==> src/rtl/instr_fetch_pkg.sv <==
// Shared constants and the FIFO entry type for the instruction fetch stage.
package instr_fetch_pkg;
  localparam logic [31:0] IF_RESET_PC = 32'h0000_0000;
  localparam int          INSTR_W     = 32;
  localparam logic [31:0] PC_INC      = 32'd4;

  typedef struct packed {
    logic [31:0]        pc;
    logic [INSTR_W-1:0] instr;
  } fetch_entry_t;
endpackage

==> src/rtl/instr_fetch_fetch_fifo.sv <==
// DEPTH-entry {pc,instr} FIFO with a flush that empties it in one edge.
module fetch_fifo
  import instr_fetch_pkg::*;
#(
  parameter int DEPTH = 2
) (
  input  logic         clk,
  input  logic         rst_n,
  input  logic         i_flush,
  input  logic         i_push,
  input  logic         i_pop,
  input  fetch_entry_t i_entry,
  output logic         o_full,
  output logic         o_valid,
  output fetch_entry_t o_head
);
  localparam int PW = $clog2(DEPTH);
  localparam int CW = PW + 1;
  localparam logic [CW-1:0] FULL_CNT = CW'(DEPTH);

  fetch_entry_t    r_mem [DEPTH];
  logic [PW-1:0]   r_wr_ptr, r_rd_ptr;
  logic [CW-1:0]   r_count;

  // Storage is not reset; the head is masked to zero while empty.
  always_ff @(posedge clk) begin
    if (i_push && !i_flush) r_mem[r_wr_ptr] <= i_entry;
  end

  always_ff @(posedge clk or negedge rst_n) begin
    if (!rst_n) begin
      r_wr_ptr <= '0;
      r_rd_ptr <= '0;
      r_count  <= '0;
    end else if (i_flush) begin
      r_wr_ptr <= '0;
      r_rd_ptr <= '0;
      r_count  <= '0;
    end else begin
      if (i_push) r_wr_ptr <= r_wr_ptr + 1'b1;
      if (i_pop)  r_rd_ptr <= r_rd_ptr + 1'b1;
      case ({i_push, i_pop})
        2'b10:   r_count <= r_count + 1'b1;
        2'b01:   r_count <= r_count - 1'b1;
        default: r_count <= r_count;
      endcase
    end
  end

  assign o_valid = (r_count != '0);
  assign o_full  = (r_count == FULL_CNT);
  assign o_head  = o_valid ? r_mem[r_rd_ptr] : '0;
endmodule

==> src/rtl/instr_fetch.sv <==
// Instruction fetch: fetch PC drives the memory, returned words are queued.
module instr_fetch
  import instr_fetch_pkg::*;
#(
  parameter logic [31:0] RESET_PC = IF_RESET_PC,
  parameter int          DEPTH    = 2
) (
  input  logic               clk,
  input  logic               rst_n,
  output logic [31:0]        o_imem_addr,
  input  logic [INSTR_W-1:0] i_imem_data,
  input  logic               i_redirect_valid,
  input  logic [31:0]        i_redirect_pc,
  output logic               o_out_valid,
  output logic [INSTR_W-1:0] o_out_instr,
  output logic [31:0]        o_out_pc,
  input  logic               i_out_ready
);
  logic [31:0]  r_fpc;
  logic         w_full, w_enq, w_deq;
  fetch_entry_t w_head, w_entry;
  logic         w_unused_pc_lsbs;

  assign w_unused_pc_lsbs = &{1'b0, i_redirect_pc[1:0]};

  // A redirect suppresses both sides of the queue for that cycle.
  assign w_deq   = o_out_valid && i_out_ready && !i_redirect_valid;
  assign w_enq   = !i_redirect_valid && (!w_full || w_deq);
  assign w_entry = '{pc: r_fpc, instr: i_imem_data};

  always_ff @(posedge clk or negedge rst_n) begin
    if (!rst_n)                r_fpc <= {RESET_PC[31:2], 2'b00};
    else if (i_redirect_valid) r_fpc <= {i_redirect_pc[31:2], 2'b00};
    else if (w_enq)            r_fpc <= r_fpc + PC_INC;
  end

  fetch_fifo #(.DEPTH(DEPTH)) u_fifo (
    .clk     (clk),
    .rst_n   (rst_n),
    .i_flush (i_redirect_valid),
    .i_push  (w_enq),
    .i_pop   (w_deq),
    .i_entry (w_entry),
    .o_full  (w_full),
    .o_valid (o_out_valid),
    .o_head  (w_head)
  );

  assign o_imem_addr = r_fpc;
  assign o_out_pc    = w_head.pc;
  assign o_out_instr = w_head.instr;
endmodule

==> config.mk <==
export PLATFORM = sky130hd
export DESIGN_NAME = instr_fetch
export DESIGN_NICKNAME = d
export VERILOG_FILES = /design/src/rtl/instr_fetch_pkg.sv /design/src/rtl/instr_fetch_fetch_fifo.sv /design/src/rtl/instr_fetch.sv
export SDC_FILE = /design/constraint.sdc
export NUM_CORES = 1
export LEC_CHECK = 0
export CAP_MARGIN = 30
export CELL_PAD_IN_SITES_DETAIL_PLACEMENT = 2
export CELL_PAD_IN_SITES_GLOBAL_PLACEMENT = 2
export CORE_AREA = 2 2 147 149
export DETAILED_ROUTE_END_ITERATION = 10
export DIE_AREA = 0 0 149 151
export PLACE_DENSITY_LB_ADDON = 0.08
export SLEW_MARGIN = 5
export SYNTH_ARGS = -nofsm -noshare
export SYNTH_HDL_FRONTEND = slang
export SYNTH_SLANG_ARGS = --single-unit
==> constraint.sdc <==
create_clock -name clk -period 5.5 [get_ports clk]
set_input_delay 0.55 -clock clk [delete_from_list [all_inputs] [get_ports clk]]
set_output_delay 0.55 -clock clk [all_outputs]
set_load 0.01 [all_outputs]
### After elaboration in Yosys (flattened, before gate mapping)

Memories as Yosys holds them, arrays and structs flattened.
Index checks and enable logic that the tools add are counted.

* output and inout port bits: 97
* bits of input ports: 68
* logic and storage cells: 35
* register bits: 36
* RAM bits: 128
* memories kept: 1

* reduce and logical (&&, ||, !) cells: 11
* add/sub/neg operators: 5
* multiplexer cells: 11
* equal/unequal tests: 3

Memory list
* u_fifo.r_mem: depth 2, width 64, read ports 1, clocked after Yosys merged registers in 0, wr ports 1, line instr_fetch_fetch_fifo.sv:21 `fetch_entry_t r_mem [DEPTH];`

Operator list (number)
* 32-bit two-way mux: 2
* 64-bit two-way mux: 1
* 32-bit by 3-bit adder with 32-bit output, second input constant: 1
* 1-bit two-way mux: 6
* 2-bit nonzero test: 3
* 2-bit == test, second input constant: 2
* 1-bit logical AND: 4
* 2-bit case mux with 2 select lines: 1
* 3-bit nonzero test: 1
* 1-bit adder, second input constant: 2
* 2-bit by 1-bit adder with 2-bit output, second input constant: 1
* 2-bit by 1-bit == test with 1-bit output, second input constant: 1
* 1-bit logical NOT: 2
* 2-bit two-way mux: 1
* 2-bit by 1-bit subtractor with 2-bit output, second input constant: 1
* 1-bit logical OR: 1

### Logic depth before layout (Yosys ltp)

* word-level depth: 8
* mapped depth: 8
* mapped depth without buffers: 6

### Modules after synthesis

Synthesis repeated with hierarchy kept, for this count alone.

* cell total of the unflattened synthesis: 494
* area total of the unflattened synthesis: 6845.3 um^2

Modules (own cells, without submodules)
* fetch_fifo: area each 5056.1 um^2, sequential area each 3943.8 um^2, times used 1, cells an instance 291
* instr_fetch: area each 1789.2 um^2, sequential area each 750.7 um^2, times used 1, cells an instance 203

### Worst setup path before layout

Ideal clock, no wire load.

* path type: reg-to-reg
* from: reg u_fifo.r_count[0]
* to: mem u_fifo.r_mem[0][0] (netlist bit) (enable)
* cell stages (with the launch flop): 7
* data required time: 5.010 ns
* buffers on the path: 2
* data arrival time: 3.912 ns
* slack: 1.098 ns
* setup time: 0.490 ns
* clock period less this slack: 4.402 ns
* cell sequence: dfrtp_1 > inv_1 > ha_1 > clkbuf_1 > clkbuf_1 > a21oi_1 > nor2b_1

* cells in the longest elaborated chain, start to end: 8
* elaborated cells on any way between the ends: 10
* those cells by class: eq/ne: 1; mux: 2; reduce/logical: 7

Ends and longest elaborated chain
* start, declared: line instr_fetch_fetch_fifo.sv:23 `logic [CW-1:0] r_count;`
* start signal, assigned: line instr_fetch_fetch_fifo.sv:43 `2'b10: r_count <= r_count + 1'b1;`
* start signal, assigned: line instr_fetch_fetch_fifo.sv:44 `2'b01: r_count <= r_count - 1'b1;`
* start signal, assigned: line instr_fetch_fetch_fifo.sv:45 `default: r_count <= r_count;`
* 2-bit nonzero test: line instr_fetch_fetch_fifo.sv:50 `assign o_valid = (r_count != '0);`
* 1-bit logical AND (2 in a row): line instr_fetch.sv:27 `assign w_deq = o_out_valid && i_out_ready && !i_redirect_valid;`
* 1-bit logical OR (*): line instr_fetch.sv:28 `assign w_enq = !i_redirect_valid && (!w_full || w_deq);`
* 1-bit logical AND (*): line instr_fetch.sv:28
* 1-bit logical AND (*): line instr_fetch_fetch_fifo.sv:27 `if (i_push && !i_flush) r_mem[r_wr_ptr] <= i_entry;`
* 1-bit two-way mux (*): line instr_fetch_fetch_fifo.sv:27
* 1-bit two-way mux (not written as such) (*): line instr_fetch_fetch_fifo.sv:27
* end, declared: line instr_fetch_fetch_fifo.sv:21

Mark *: on every way between the ends. The rest lies on a longest branch, timed or not.

### Final worst setup path

* from: reg u_fifo.r_count[0]
* to: out o_out_pc[3]

* cells in the longest elaborated chain, start to end: 2

Ends and longest elaborated chain
* 2-bit nonzero test: line instr_fetch_fetch_fifo.sv:50
* 64-bit two-way mux: line instr_fetch_fetch_fifo.sv:52 `assign o_head = o_valid ? r_mem[r_rd_ptr] : '0;`
* end, declared: line instr_fetch.sv:16 `output logic [31:0] o_out_pc,`

Every way passes these cells.

==> results.yml <==
outcome:
  status: "completed"
cts:
  holdBufCountCts: 0
  insertion_delay_ps: 430
  cts.repair.resized: 0
  post-cts-setup-buffers: 0
  cts_num_sinks: 158
  root_buffer: "clkbuf_16"
  cts_buffer_depth: 2
  cts-buffers-inserted: 17
  path_clk_slew_ps: 70
  cts-htree-levels: 4
  cts_tree: "built"
timing:
  setup_tns_ps: 0
  period_share_pct: 54.3
  slew-limit-headroom_pct: 42.8
  slew_viol_final: 0
  worst_slew_pin_slew_ps: 857
  finClkSkew_ps: 11.3
  finalCriticalPeriod_ps: 2990
  report.final.hold_viol_count: 0
  max_freq_ghz: 0.335
  setup_viol: 0
  rsz0062_at_grt: "no"
floorplanning:
  row_count: 53
  ioPinCount: 165
  coreArea_um2: 20800
  dieWidth_um: 149
  start_util_pct: 32.4
  dieArea_um2: 22500
  die_h_um: 151
finish:
  final_common_cell: "clkdlybuf4s50_1"
  final_cell_mix: "157 x clkdlybuf4s50_1, 124 x edfxtp_1, 86 x nor2_1"
  finalInstanceArea_um2: 9210
  n_antenna_cell: 0
  layoutNonFillerInstCount: 949
  drive_gt1_share_pct: 6.38
  nets: 732
  area_growth_pct: 36.4
worst_setup_path:
  cp-start-kind: "register"
  critPathMaxFanout: 65
  worstReg2RegEnd: "u_fifo.r_mem[0][47]"
  end_kind: "output port"
  path_class: "register to output port"
  critPathRequiredTime_ps: 4950
  r2r_cells: 5
  worst_ep_arrival_time_ps: 2440
  rr_startpoint: "u_fifo.r_count[0]"
  r2r_slack_ps: 2640
power:
  powerDensity_nw_per_um2: 473
  ir_drop_uv: 218
  p_switching_uw: 1400
  p_sw_share_pct: 32.1
  intPower_uw: 2960
  clkPwrFrac_pct: 26.8
  power_frac_comb_pct: 34.5
  p_total_uw: 4360
  pwr-share-seq_pct: 38.7
  p_leak_uw: 0.00312
run:
  maxCapViolations: 0
routing:
  dr.pass1.iters: 4
  drt_wl_total_um: 18200
  detail-route-antenna-nets: 0
  dr_total_vias: 4713
  drtIter0Drc: 257
  wire_per_inst_um: 19.2
  viasPerCell: 4.97
  drc: 0
logic_synthesis:
  yosys_register_bits: 158
  synth_edf_count: 124
  syn-cell-area_um2: 6750
  synth_cell_types: 40
  avgSynthCellArea_um2: 13.3
  netlist_instances: 509
  seq_area_frac_synth_pct: 67.7
  ys_warn_count: 0
  async_flop_share_pct: 21.5
  ys.flop_type: "edfxtp_1"
place:
  dpl_cell_area_um2: 8600
  dp_cells: 916
  portBuffers: 158
  gp_congestion: 0.791
  hpwlAfterDp_um: 12000
global_routing:
  track_usage_pct: 16.6
  grt_pass1_wl_um: 28200
  grt_max_degree: 66
  antenna_found_initial: 0
  grt_pass1_vias: 5106
  overflow: 0
worst_hold_path:
  hold_path_class: "input pin to asynchronous set/reset pin"
## cells by family after synthesis
kind of cell | share of synthesized area, %
mux | 9.34
compound gates | 6.63
simple gates | 11.2
fa+ha+maj | 0.556
xor+xnor | 1.56
other cells | 0.0555
flops | 67.7
buf+inv | 2.91
## power groups by stage
stage | sequential, uW | clock [uW] | combinational (uW)
after floorplan | 1660 | 0 | 759
after global placement | 1750 | 0 | 1440
after detailed placement | 1720 | 0 | 1530
after CTS | 1690 | 1200 | 1530
after global routing | 1710 | 1250 | 1650
final | 1680 | 1170 | 1500
## flip-flops by register name, summed over array words and instances (netlist names)
register	flops
u_fifo.r_mem	124
o_imem_addr	30
u_fifo.r_count	2
u_fifo.r_rd_ptr	1
u_fifo.r_wr_ptr	1
## worst max-delay path, stage by stage, from the launching register on
cell and delay, ps:
dfrtp_1 400, inv_1 90, ha_2 180, buf_4 600, nor2_1 140, clkdlybuf4s50_1 540
## final cells by class
cell class | count | area (um2)
fillers | 2102 | 11600
flip-flops and latches | 158 | 4580
multi-input cells | 310 | 2010
repair buffers | 163 | 1650
clock buffers | 19 | 433
well taps | 275 | 344
clock inverters | 13 | 153
inverters | 11 | 41.3
## how the worst max path moves through the flow
stage                       from                  end  slack (ps)  cells past startpoint
2_1_floorplan  u_fifo.r_count[0]   u_fifo.r_mem[0][0]        1100                      6
5_1_grt        u_fifo.r_count[0]         o_out_pc[12]        2310                      5
6_report       u_fifo.r_count[0]          o_out_pc[3]        2510                      5
4_1_cts        u_fifo.r_count[0]          o_out_pc[3]        2440                      5
3_5_place_dp         i_out_ready  u_fifo.r_mem[0][58]        2300                      5
3_3_place_gp         i_out_ready  u_fifo.r_mem[0][58]        2340                      5
## metrics by stage
step / worst slack [ps] / utilization, % / hold WS (ps)
after global routing: 2310 / 44.2 / 264
final: 2510 / 44.2 / 229
after CTS: 2440 / 44.1 / 239
after floorplan: 1100 / - / 254
after global placement: 2340 / 41.2 / 529
after detailed placement: 2300 / 41.3 / 553
## per-layer routing
layer	up-vias	share of wire, %	GRT usage, %
met2	116	50	28.1
met4	0	1.2	4.86
li1	2197	-	-
met3	16	4.3	3.92
met1	2384	45	21.4
met5	-	0	0
## synth_stat cells (7+ instances only)
cell type / number / area share [%]
dfrtp_1: 34 / 13
nand2_1: 22 / 1.2
or4_1: 12 / 1.3
o31ai_1: 12 / 1.3
edfxtp_1: 124 / 55
nand3_1: 9 / 0.67
mux2i_1: 63 / 9.3
nand4_1: 7 / 0.65
a31oi_1: 18 / 1.7
inv_1: 10 / 0.56
xnor2_1: 12 / 1.6
o21ai_0: 17 / 1.3
clkbuf_1: 23 / 1.3
nor2_1: 86 / 4.8
Note: power is estimated with default switching activity, not from simulation.
